File: config.mk
export PLATFORM = sky130hd
export DESIGN_NAME = svreal_rec2fix_pipe
export DESIGN_NICKNAME = d
export VERILOG_FILES = /design/src/rtl/svreal_rec_pkg.sv /design/src/rtl/svreal_rec_classify.sv /design/src/rtl/svreal_rec2fix_pipe.sv
export SDC_FILE = /design/constraint.sdc
export NUM_CORES = 1
export LEC_CHECK = 0
export BUFFER_PORTS_ARGS = -buffer_cell sky130_fd_sc_hd__buf_4
export CAP_MARGIN = 20
export CORE_MARGIN = 2
export CORE_UTILIZATION = 50
export CTS_CLUSTER_SIZE = 25
export DETAILED_ROUTE_END_ITERATION = 12
export HOLD_SLACK_MARGIN = 0.02
export PLACE_DENSITY = 0.72
export SLEW_MARGIN = 10
export SYNTH_ARGS = -nofsm -noshare
export SYNTH_HDL_FRONTEND = slang
export SYNTH_HIERARCHICAL = 1
export SYNTH_SLANG_ARGS = --single-unit
File: constraint.sdc
create_clock -name clk -period 8.7 [get_ports clk]
set_clock_uncertainty 0.1 [all_clocks]
set_input_delay 0.87 -clock clk [delete_from_list [all_inputs] [get_ports clk]]
set_output_delay 0.87 -clock clk [all_outputs]
set_load 0.1 [all_outputs]
File: src/rtl/svreal_rec_pkg.sv
// svreal_rec_pkg: recoded-float class encodings, status flag indices and exponent bias helper
package svreal_rec_pkg;
    localparam logic [2:0] REC_ZERO = 3'b000;
    localparam logic [2:0] REC_INF  = 3'b110;
    localparam logic [2:0] REC_NAN  = 3'b111;
    localparam int FLAG_NAN     = 3;
    localparam int FLAG_OVF     = 2;
    localparam int FLAG_UNF     = 1;
    localparam int FLAG_INEXACT = 0;
    typedef enum logic [1:0] {CLS_ZERO, CLS_FIN, CLS_INF, CLS_NAN} rec_cls_t;
    function automatic int rec_bias(input int exp_width);
        return 1 << exp_width;
    endfunction
endpackage

File: src/rtl/svreal_rec_classify.sv
// svreal_rec_classify: combinational decode of a recoded float into class, sign,
// unbiased exponent and significand with hidden bit
module svreal_rec_classify import svreal_rec_pkg::*; #(
    parameter int EXP_WIDTH = 8,
    parameter int SIG_WIDTH = 24
) (
    input  logic [EXP_WIDTH+SIG_WIDTH:0]  in_data,
    output rec_cls_t                      cls,
    output logic                          sgn,
    output logic signed [EXP_WIDTH+1:0]   exp_unb,
    output logic [SIG_WIDTH-1:0]          sig
);
    logic [EXP_WIDTH:0] exp_rec;
    logic [2:0]         top3;
    always_comb begin
        exp_rec = in_data[EXP_WIDTH+SIG_WIDTH-1:SIG_WIDTH-1];
        top3    = exp_rec[EXP_WIDTH:EXP_WIDTH-2];
        sgn     = in_data[EXP_WIDTH+SIG_WIDTH];
        sig     = {1'b1, in_data[SIG_WIDTH-2:0]};
        exp_unb = $signed({1'b0, exp_rec}) - $signed((EXP_WIDTH+2)'(rec_bias(EXP_WIDTH)));
        cls     = top3 == REC_ZERO ? CLS_ZERO :
                  top3 == REC_INF  ? CLS_INF  :
                  top3 == REC_NAN  ? CLS_NAN  : CLS_FIN;
    end
endmodule

File: src/rtl/svreal_rec2fix_pipe.sv
// svreal_rec2fix_pipe: 3-stage recoded-float to signed fixed-point converter with valid/ready.
// Define SVREAL_REC2FIX_ROUND_EN for round-to-nearest-ties-away instead of truncation.
module svreal_rec2fix_pipe import svreal_rec_pkg::*; #(
    parameter int EXP_WIDTH = 8,
    parameter int SIG_WIDTH = 24,
    parameter int OUT_WIDTH = 32,
    parameter int OUT_EXP   = -16
) (
    input  logic                         clk,
    input  logic                         rst,
    input  logic [EXP_WIDTH+SIG_WIDTH:0] in_data,
    input  logic                         in_valid,
    output logic                         in_ready,
    output logic [OUT_WIDTH-1:0]         out_data,
    output logic [3:0]                   out_flags,
    output logic                         out_valid,
    input  logic                         out_ready
);
    // sig is placed so that bit SIG_WIDTH+1 of the shifted word has weight 2^OUT_EXP
    localparam int AMAX = SIG_WIDTH + OUT_WIDTH + 2;
    localparam int SHW  = $clog2(AMAX + 1);
    localparam int TW   = SIG_WIDTH + AMAX;
    localparam logic [OUT_WIDTH-1:0] MAX_POS = {1'b0, {(OUT_WIDTH-1){1'b1}}};
    localparam logic [OUT_WIDTH-1:0] MIN_NEG = {1'b1, {(OUT_WIDTH-1){1'b0}}};
`ifdef SVREAL_REC2FIX_ROUND_EN
    localparam logic RND = 1'b1;
`else
    localparam logic RND = 1'b0;
`endif

    rec_cls_t                     c_cls, cls1_d, cls1_q, cls2_d, cls2_q;
    logic                         c_sgn, sgn1_d, sgn1_q, sgn2_d, sgn2_q;
    logic signed [EXP_WIDTH+1:0]  c_exp;
    logic [SIG_WIDTH-1:0]         c_sig, sig1_d, sig1_q;
    logic [SHW-1:0]               sh1_d, sh1_q;
    logic                         v1_d, v1_q, v2_d, v2_q, out_valid_d, out_valid_q;
    logic [OUT_WIDTH:0]           mag2_d, mag2_q;
    logic                         big2_d, big2_q, g2_d, g2_q, st2_d, st2_q;
    logic [OUT_WIDTH-1:0]         out_data_d, out_data_q;
    logic [3:0]                   out_flags_d, out_flags_q;
    logic [TW-1:0]                wide;
    logic [OUT_WIDTH+1:0]         magr;
    logic [OUT_WIDTH-1:0]         trunc, val, sat;
    logic                         en, fin, ovf, zero_r;
    int                           a_raw;

    svreal_rec_classify #(.EXP_WIDTH(EXP_WIDTH), .SIG_WIDTH(SIG_WIDTH)) u_cls (
        .in_data (in_data),
        .cls     (c_cls),
        .sgn     (c_sgn),
        .exp_unb (c_exp),
        .sig     (c_sig)
    );

    assign en       = !out_valid_q || out_ready;
    assign in_ready = en;

    always_comb begin
        a_raw  = int'(c_exp) - OUT_EXP + 2;
        v1_d   = in_valid;
        cls1_d = c_cls;
        sgn1_d = c_sgn;
        sig1_d = c_sig;
        sh1_d  = a_raw < 0 ? '0 : a_raw > AMAX ? SHW'(AMAX) : SHW'(a_raw);
        wide   = TW'(sig1_q) << sh1_q;
        v2_d   = v1_q;
        cls2_d = cls1_q;
        sgn2_d = sgn1_q;
        big2_d = |wide[TW-1:SIG_WIDTH+OUT_WIDTH+2];
        mag2_d = wide[SIG_WIDTH+OUT_WIDTH+1:SIG_WIDTH+1];
        g2_d   = wide[SIG_WIDTH];
        st2_d  = |wide[SIG_WIDTH-1:0];
        magr   = {1'b0, mag2_q} + (OUT_WIDTH+2)'(RND & g2_q);
        fin    = cls2_q == CLS_FIN;
        ovf    = big2_q | (sgn2_q ? (|magr[OUT_WIDTH+1:OUT_WIDTH] | (magr[OUT_WIDTH-1] & |magr[OUT_WIDTH-2:0]))
                                  : |magr[OUT_WIDTH+1:OUT_WIDTH-1]);
        zero_r = !big2_q && magr == '0;
        trunc  = magr[OUT_WIDTH-1:0];
        val    = sgn2_q ? -trunc : trunc;
        sat    = sgn2_q ? MIN_NEG : MAX_POS;
        out_valid_d = v2_q;
        out_data_d  = cls2_q == CLS_ZERO ? '0 :
                      cls2_q == CLS_NAN  ? MAX_POS :
                      cls2_q == CLS_INF  ? sat :
                      ovf                ? sat : val;
        out_flags_d = '0;
        out_flags_d[FLAG_NAN]     = cls2_q == CLS_NAN;
        out_flags_d[FLAG_OVF]     = cls2_q == CLS_INF || (fin && ovf);
        out_flags_d[FLAG_UNF]     = fin && zero_r;
        out_flags_d[FLAG_INEXACT] = fin && (g2_q || st2_q);
    end

    always_ff @(posedge clk or posedge rst) begin
        if (rst) begin
            v1_q        <= 1'b0;
            cls1_q      <= CLS_ZERO;
            sgn1_q      <= 1'b0;
            sig1_q      <= '0;
            sh1_q       <= '0;
            v2_q        <= 1'b0;
            cls2_q      <= CLS_ZERO;
            sgn2_q      <= 1'b0;
            mag2_q      <= '0;
            big2_q      <= 1'b0;
            g2_q        <= 1'b0;
            st2_q       <= 1'b0;
            out_valid_q <= 1'b0;
            out_data_q  <= '0;
            out_flags_q <= '0;
        end else if (en) begin
            v1_q        <= v1_d;
            cls1_q      <= cls1_d;
            sgn1_q      <= sgn1_d;
            sig1_q      <= sig1_d;
            sh1_q       <= sh1_d;
            v2_q        <= v2_d;
            cls2_q      <= cls2_d;
            sgn2_q      <= sgn2_d;
            mag2_q      <= mag2_d;
            big2_q      <= big2_d;
            g2_q        <= g2_d;
            st2_q       <= st2_d;
            out_valid_q <= out_valid_d;
            out_data_q  <= out_data_d;
            out_flags_q <= out_flags_d;
        end
    end

    assign out_valid = out_valid_q;
    assign out_data  = out_data_q;
    assign out_flags = out_flags_q;
endmodule

==> Yosys cells after proc, flatten, opt, wreduce, memory -nomap -nowiden <==
Cells that the tools add are included.
{ "word_totals": {"word_cells": 58, "out_inout_bits": 38, "register_bits": 111} }
{ "classes": {"n_mux": 12, "shift": 1, "bitwise_logic": 3, "addsub": 4, "n_reduce_logical": 16, "n_eq_ne": 5, "order_cmp": 2} }
{ "op_table": {"columns": ["op", "count"], "rows": [
  ["two-way mux 32 bit", 6],
  ["left shift 24 x 6 -> 82 bit", 1],
  ["OR reduction 24 bit", 2],
  ["logical NOT 34 bit", 1],
  ["negation 32 bit", 1],
  ["OR reduction 31 bit", 1],
  ["adder 11 x 3 -> 12 bit, second input constant", 1],
  ["> comparator 12 x 7 -> 1 bit, second input constant", 1],
  ["< comparator 12 x 1 -> 1 bit, second input constant", 1],
  ["two-way mux 6 bit", 2],
  ["subtractor 10 x 5 -> 11 bit, second input constant", 1],
  ["subtractor 9 x 9 -> 10 bit, second input constant", 1],
  ["equality test 3 bit, second input constant", 2],
  ["two-way mux 2 bit", 3],
  ["equality test 2 bit, second input constant", 2],
  ["logical AND 1 bit", 4],
  ["logical NOT 3 bit", 1],
  ["logical OR 1 bit", 3],
  ["equality test 2 x 1 -> 1 bit, second input constant", 1],
  ["logical NOT 1 bit", 2],
  ["logical NOT 2 bit", 1],
  ["bitwise OR 1 bit", 2],
  ["OR reduction 2 bit", 1],
  ["bitwise AND 1 bit", 1],
  ["two-way mux 1 bit", 1]
]} }

==> Longest topological paths before layout <==
{ "logic_depth": {"depth_word": 9, "mapped_depth": 9, "ltp_nobuf": 8} }

==> By module <==
The synthesis kept the hierarchy.
{ "modules_own_cells": {"columns": ["module", "seq_area_each_um2", "area_per_inst_um2", "cells_each", "n_inst"], "rows": [
  ["svreal_rec2fix_pipe", 2777.7, 7617.3, 860, 1],
  ["svreal_rec_classify", 0.0, 286.5, 39, 1]
]} }

==> Worst setup path after synthesis <==
No wires, ideal clock.
{ "synth_timing": {"kind": "reg-to-output", "startpoint": "register out_valid_q, in the netlist out_valid", "endpoint": "output in_ready", "stages_incl_launch_ff": 7, "required_time_ps": 7730, "n_path_buf": 4, "arrival_time_ps": 2819, "path_slack_ps": 4911, "path_cell_list": "dfrtp_1 > nor2b_1 > clkbuf_1 > inv_1 > clkbuf_1 > clkbuf_1 > clkbuf_1"} }
{ "synth_between": {"elab_chain_len": 2} }
{ "synth_lines": {"columns": ["item", "line_no", "text"], "rows": [
  ["start: declaration", "svreal_rec2fix_pipe.sv:36", "logic v1_d, v1_q, v2_d, v2_q, out_valid_d, out_valid_q;"],
  ["start signal: assignment", "svreal_rec2fix_pipe.sv:123", "out_valid_q <= out_valid_d;"],
  ["logical NOT 1 bit", "svreal_rec2fix_pipe.sv:55", "assign en = !out_valid_q || out_ready;"],
  ["logical OR 1 bit", "svreal_rec2fix_pipe.sv:55", null],
  ["end: declaration", "svreal_rec2fix_pipe.sv:13", "output logic in_ready,"]
]} }
Every way passes these cells.

==> Final worst setup path <==
{ "layout_timing": {"startpoint": "register mag2_q[1]", "endpoint": "register out_data_q[19], in the netlist out_data[19]"} }
{ "layout_between": {"elab_chain_len": 9, "elab_cells_between_ends": 11} }
{ "layout_lines": {"columns": ["item", "line_no", "text"], "rows": [
  ["start: declaration", "svreal_rec2fix_pipe.sv:37", "logic [OUT_WIDTH:0] mag2_d, mag2_q;"],
  ["start signal: assignment", "svreal_rec2fix_pipe.sv:119", "mag2_q <= mag2_d;"],
  ["parallel branches: the longest is 5 deep, another holds negation 32 bit", null, null],
  ["two-way mux 32 bit (*)", "svreal_rec2fix_pipe.sv:85", "ovf ? sat : val;"],
  ["two-way mux 32 bit (*)", "svreal_rec2fix_pipe.sv:84", "cls2_q == CLS_INF ? sat :"],
  ["two-way mux 32 bit (*)", "svreal_rec2fix_pipe.sv:83", "cls2_q == CLS_NAN ? MAX_POS :"],
  ["two-way mux 32 bit (*)", "svreal_rec2fix_pipe.sv:82", "out_data_d = cls2_q == CLS_ZERO ? '0 :"],
  ["end signal: assignment", "svreal_rec2fix_pipe.sv:124", "out_data_q <= out_data_d;"],
  ["end: declaration", "svreal_rec2fix_pipe.sv:39", "logic [OUT_WIDTH-1:0] out_data_d, out_data_q;"]
]} }
Every way passes the cells marked *.
A chain may end at the register's enable or synchronous reset.

==> impl_summary.log <==
[metrics] endpoint kind of the worst setup timing path: flop
[metrics] start point of the worst hold path: out_valid_d$_DFFE_PP0P_
[metrics] crit-path max FO: 12
[metrics] total count of max-transition violations in the final report: 0
[metrics] critical path cell sequence: inv_1 > ha_1 > nor3b_2 > nand3_1 > o41ai_2 > nand3_1 > or3_1 > a31oi_1
[metrics] cell area after synthesis: roughly 0.0079 mm²
[metrics] global router's overall resource usage: 0.277
[metrics] number of rows created at floorplan: 45
[metrics] class of the most critical setup path: flop to flop
[metrics] Power Dens Cells: between 400 and 500 mW/mm²
[metrics] worst vdd ir: 0.204 mV
[metrics] required time of the critical path: 8.88 ns
[metrics] result of the run: completed
[metrics] family with the most delay on the worst path: simple AND/OR/NAND/NOR gates
[metrics] part of the Yosys area used for sequential elements: 0.351
[metrics] starting utilization of the core area: 0.516
[metrics] Syn. warnings: 6
[metrics] cell seen most often among critical-path stages: nand3_1
[metrics] type of the most critical hold path: flop to flop
[metrics] minimum clock period after layout: 3.31 ns
[metrics] final count of hold timing violations: 0
[metrics] Post-synth EDFFs: 0
[metrics] CTS H-tree depth: 3
[metrics] number of maximum-capacitance violations: 0
[metrics] worst slack, placed: between 5 and 6 ns
[metrics] routability congestion estimate: 1.01
[metrics] minimum setup slack in the final design: 5.39 ns
[metrics] Port Buffers: 74
[metrics] horizontal extent of the die: 130 µm
[metrics] antenna-violating nets left: 0
[metrics] Critical R2R Launch: mag2_q[1]$_DFFE_PP0P_
[metrics] global-route wire length before repair: 36300 µm
[metrics] length of the first detailed-routing pass in iterations: 6
[metrics] total global routing overflow: 0
[metrics] detailed-route vias per instance: 6.35
[metrics] Final Net Count: 942
[metrics] Synth Instances: around 900
[metrics] Post-Syn Area per Cell: 8.79 µm²
[metrics] unrepaired setup endpoints after global routing: no
[metrics] WP buf/inv: 1
[metrics] Fin Setup TNS: 0 ns
[metrics] area of all placed cells without fillers: 0.00861 mm²
[metrics] Critical Path Source Type: flop
[metrics] Synth Net Count: 938
[metrics] top-level port count: 75
[metrics] Core Footprint: between 0.015 and 0.02 mm²
[metrics] number of gates resized after cts: 0
[metrics] initial antenna violation count: 0
[metrics] wire per inst: about 20 µm
[metrics] area growth from synthesis to layout: 8.98%
[metrics] Most used DFF post-synth: dfrtp_1
[metrics] pin count of the biggest net entering global routing: approximately 90
[metrics] Static Leakage: roughly 3.7 nW
[metrics] setup violation total in the final timing report: 0
[metrics] Residual DRC: 0
[metrics] overall die area: between 0.015 and 0.02 mm²
[metrics] total number of vias: ~7.1k
[metrics] CTS Root Buffer Type: clkbuf_16
[metrics] data arrival time at the worst-slack endpoint: 3.49 ns
[metrics] launching instance or port of the critical path: mag2_q[1]$_DFFE_PP0P_
[metrics] placement-stage cell area: just over 0.008 mm²
[metrics] total area of multi-input combinational cells: between 0.004 and 0.005 mm²
[metrics] cts-stage hold buffer count: 0
[metrics] Die Y: 130 µm
[metrics] largest buffer count on any clock path: 2
[metrics] Num CTS Buffers: 9
[metrics] fmax: 302 MHz
[metrics] Total Wirelength: ~23000 µm
[metrics] setup repair bufs after CTS: 0
[metrics] slew at the pin closest to its max-slew limit: between 0.9 and 1 ns
[metrics] diode count: 0
[metrics] number of global-route vias before repair: roughly 6.7k
[metrics] sequential cell area in the final layout: ~0.0028 mm²
[metrics] Worst slew margin: 0.370
[metrics] Post-synth ARST share: 1.00
[metrics] distinct cell type count of the synthesized netlist: between 70 and 80
[metrics] CTS clk-pin slew, worst paths: about 0.08 ns
[metrics] sum of net half-perimeters after detailed placement: between 15000 and 20000 µm
[metrics] Largest stage delay, worst path: between 0.5 and 0.6 ns
[metrics] ratio of cells with drive above 1 in the final layout: 0.189
[metrics] clk sinks: approximately 110
[metrics] CTS tree: done
[metrics] number of fill cells: about 1.4k
[metrics] later-pin clock latency in the skew report: approximately 0.36 ns
[metrics] post-synthesis sequential element count: between 100 and 150
[metrics] share of the clock period used by the worst path after layout: 0.381
[metrics] DRC violation total after the first TritonRoute iteration: 766
[metrics] worst-path cell with the longest stage delay: nand3_1
-- kinds of logic (layout without fill, tap and decap cells) --
logic type / after synthesis / after routing / synth area share
AOI/OAI and AO/OA: 245 / 245 / 0.218
DFF: 111 / 111 / 0.351
buffers and inverters: 112 / 121 / 0.0735
muxes: 67 / 67 / 0.137
xor gates and xnor gates: 7 / 7 / 0.00776
and+or+nand+nor: 354 / 354 / 0.208
adders and majority gates: 2 / 2 / 0.00317
other: 1 / 1 / 0.000474
-- registers in the layout, summed over array words and instances, names as in the netlist --
register     flops
out_data        32
cls2_q           2
sh1_q            6
st2_q            1
big2_q           1
mag2_q          33
g2_q             1
sgn2_q           1
sgn1_q           1
out_valid        1
out_valid_d      1
sig1_q          24
cls1_q           2
v1_q             1
out_flags        4
-- cells in the mapped netlist, drive strengths merged, types with 4 or more instances --
cell type / instances / area, µm²
a21o: 10 / 75.1
buf: 48 / 340
nor2: 73 / 274
o41ai: 4 / 42.6
nand2: 174 / 653
nor4: 18 / 155
o22ai: 7 / 43.8
or3: 6 / 37.5
a211oi: 5 / 37.5
inv: 16 / 60.1
o221ai: 9 / 78.8
mux2: 16 / 180
a31o: 4 / 35.0
a22o: 10 / 87.6
o221a: 6 / 67.6
a2bb2oi: 4 / 35.0
nor3: 22 / 115
a221oi: 10 / 87.6
nand4: 8 / 65.1
a31oi: 17 / 106
a21oi: 31 / 155
xnor2: 4 / 35.0
nor2b: 6 / 37.5
o21a: 8 / 60.1
o21ai: 61 / 305
mux4: 30 / 694
clkbuf: 47 / 176
nand2b: 10 / 62.6
or2: 4 / 25.0
dfrtp: 111 / 2780
a32oi: 4 / 35.0
o31ai: 10 / 75.1
mux2i: 21 / 210
a22oi: 8 / 60.1
a21boi: 6 / 45.0
o211ai: 5 / 37.5
nand3: 15 / 75.1
-- routing by layer --
metal  track usage  up-vias  share of wire
met5             0        -              0
met4         0.132        0          0.043
met3        0.0410       70          0.060
met2         0.449      319           0.47
met1         0.367     3407           0.43
li1              -     3311              -
-- per-stage QoR --
| stage | utilization | hold WS (ns) | power [mW] | cells |
|---|---|---|---|---|
| after floorplan | - | 0.330 | 2.54 | 899 |
| after global placement | 0.543 | 0.344 | 3.08 | 1102 |
| after detailed placement | 0.543 | 0.355 | 3.09 | 1102 |
| after CTS | 0.562 | 0.372 | 3.52 | 1118 |
| after global routing | 0.562 | 0.393 | 3.75 | 1119 |
| final | 0.562 | 0.367 | 3.54 | 1119 |
-- area by class of cell --
class | count | share of cell area
Tap cell | 211 | 0.0307
Inverter | 17 | 0.00770
Multi-Input combinational cell | 676 | 0.529
Sequential cell | 111 | 0.322
Clock buffer | 12 | 0.0275
Timing Repair Buffer | 88 | 0.0767
Clock inverter | 4 | 0.00639
-- layout by cell type, fill, tap and decap left out, drive strengths merged, types with 5 or more instances in the layout --
master	n
a22o	10
nor2	73
o31ai	10
a21o	10
a211oi	5
inv	17
o211ai	5
o22ai	7
buf	88
mux2i	21
nor2b	6
o221ai	9
o21a	8
nand2	174
mux4	30
a221oi	10
a21oi	31
nor3	22
a31oi	17
or3	6
a22oi	8
nor4	18
nand3	15
nand4	8
o21ai	61
o221a	6
clkbuf	12
nand2b	10
mux2	16
a21boi	6
dfrtp	111
-- power by group --
group | switching, mW | internal (mW) | total, mW
sequential | 0.235 | 0.711 | 0.946
clock | 0.197 | 0.226 | 0.423
combinational | 1.51 | 0.654 | 2.17
total | 1.94 | 1.59 | 3.54
-- final timing paths --
path / to / slack [ns] / cells past startpoint
worst max-delay path: out_data[19]$_DFFE_PP0P_ / 5.39 / 8
worst min-delay path: out_valid$_DFFE_PP0P_ / 0.37 / 1
worst max register to register: out_data[19]$_DFFE_PP0P_ / 5.39 / 8
worst min register to register: out_valid$_DFFE_PP0P_ / 0.37 / 1
max in group asynchronous: mag2_q[6]$_DFFE_PP0P_ / 6.73 / 3
min in group asynchronous: out_data[19]$_DFFE_PP0P_ / 0.47 / 2
Power figures use the tool's default switching activity.
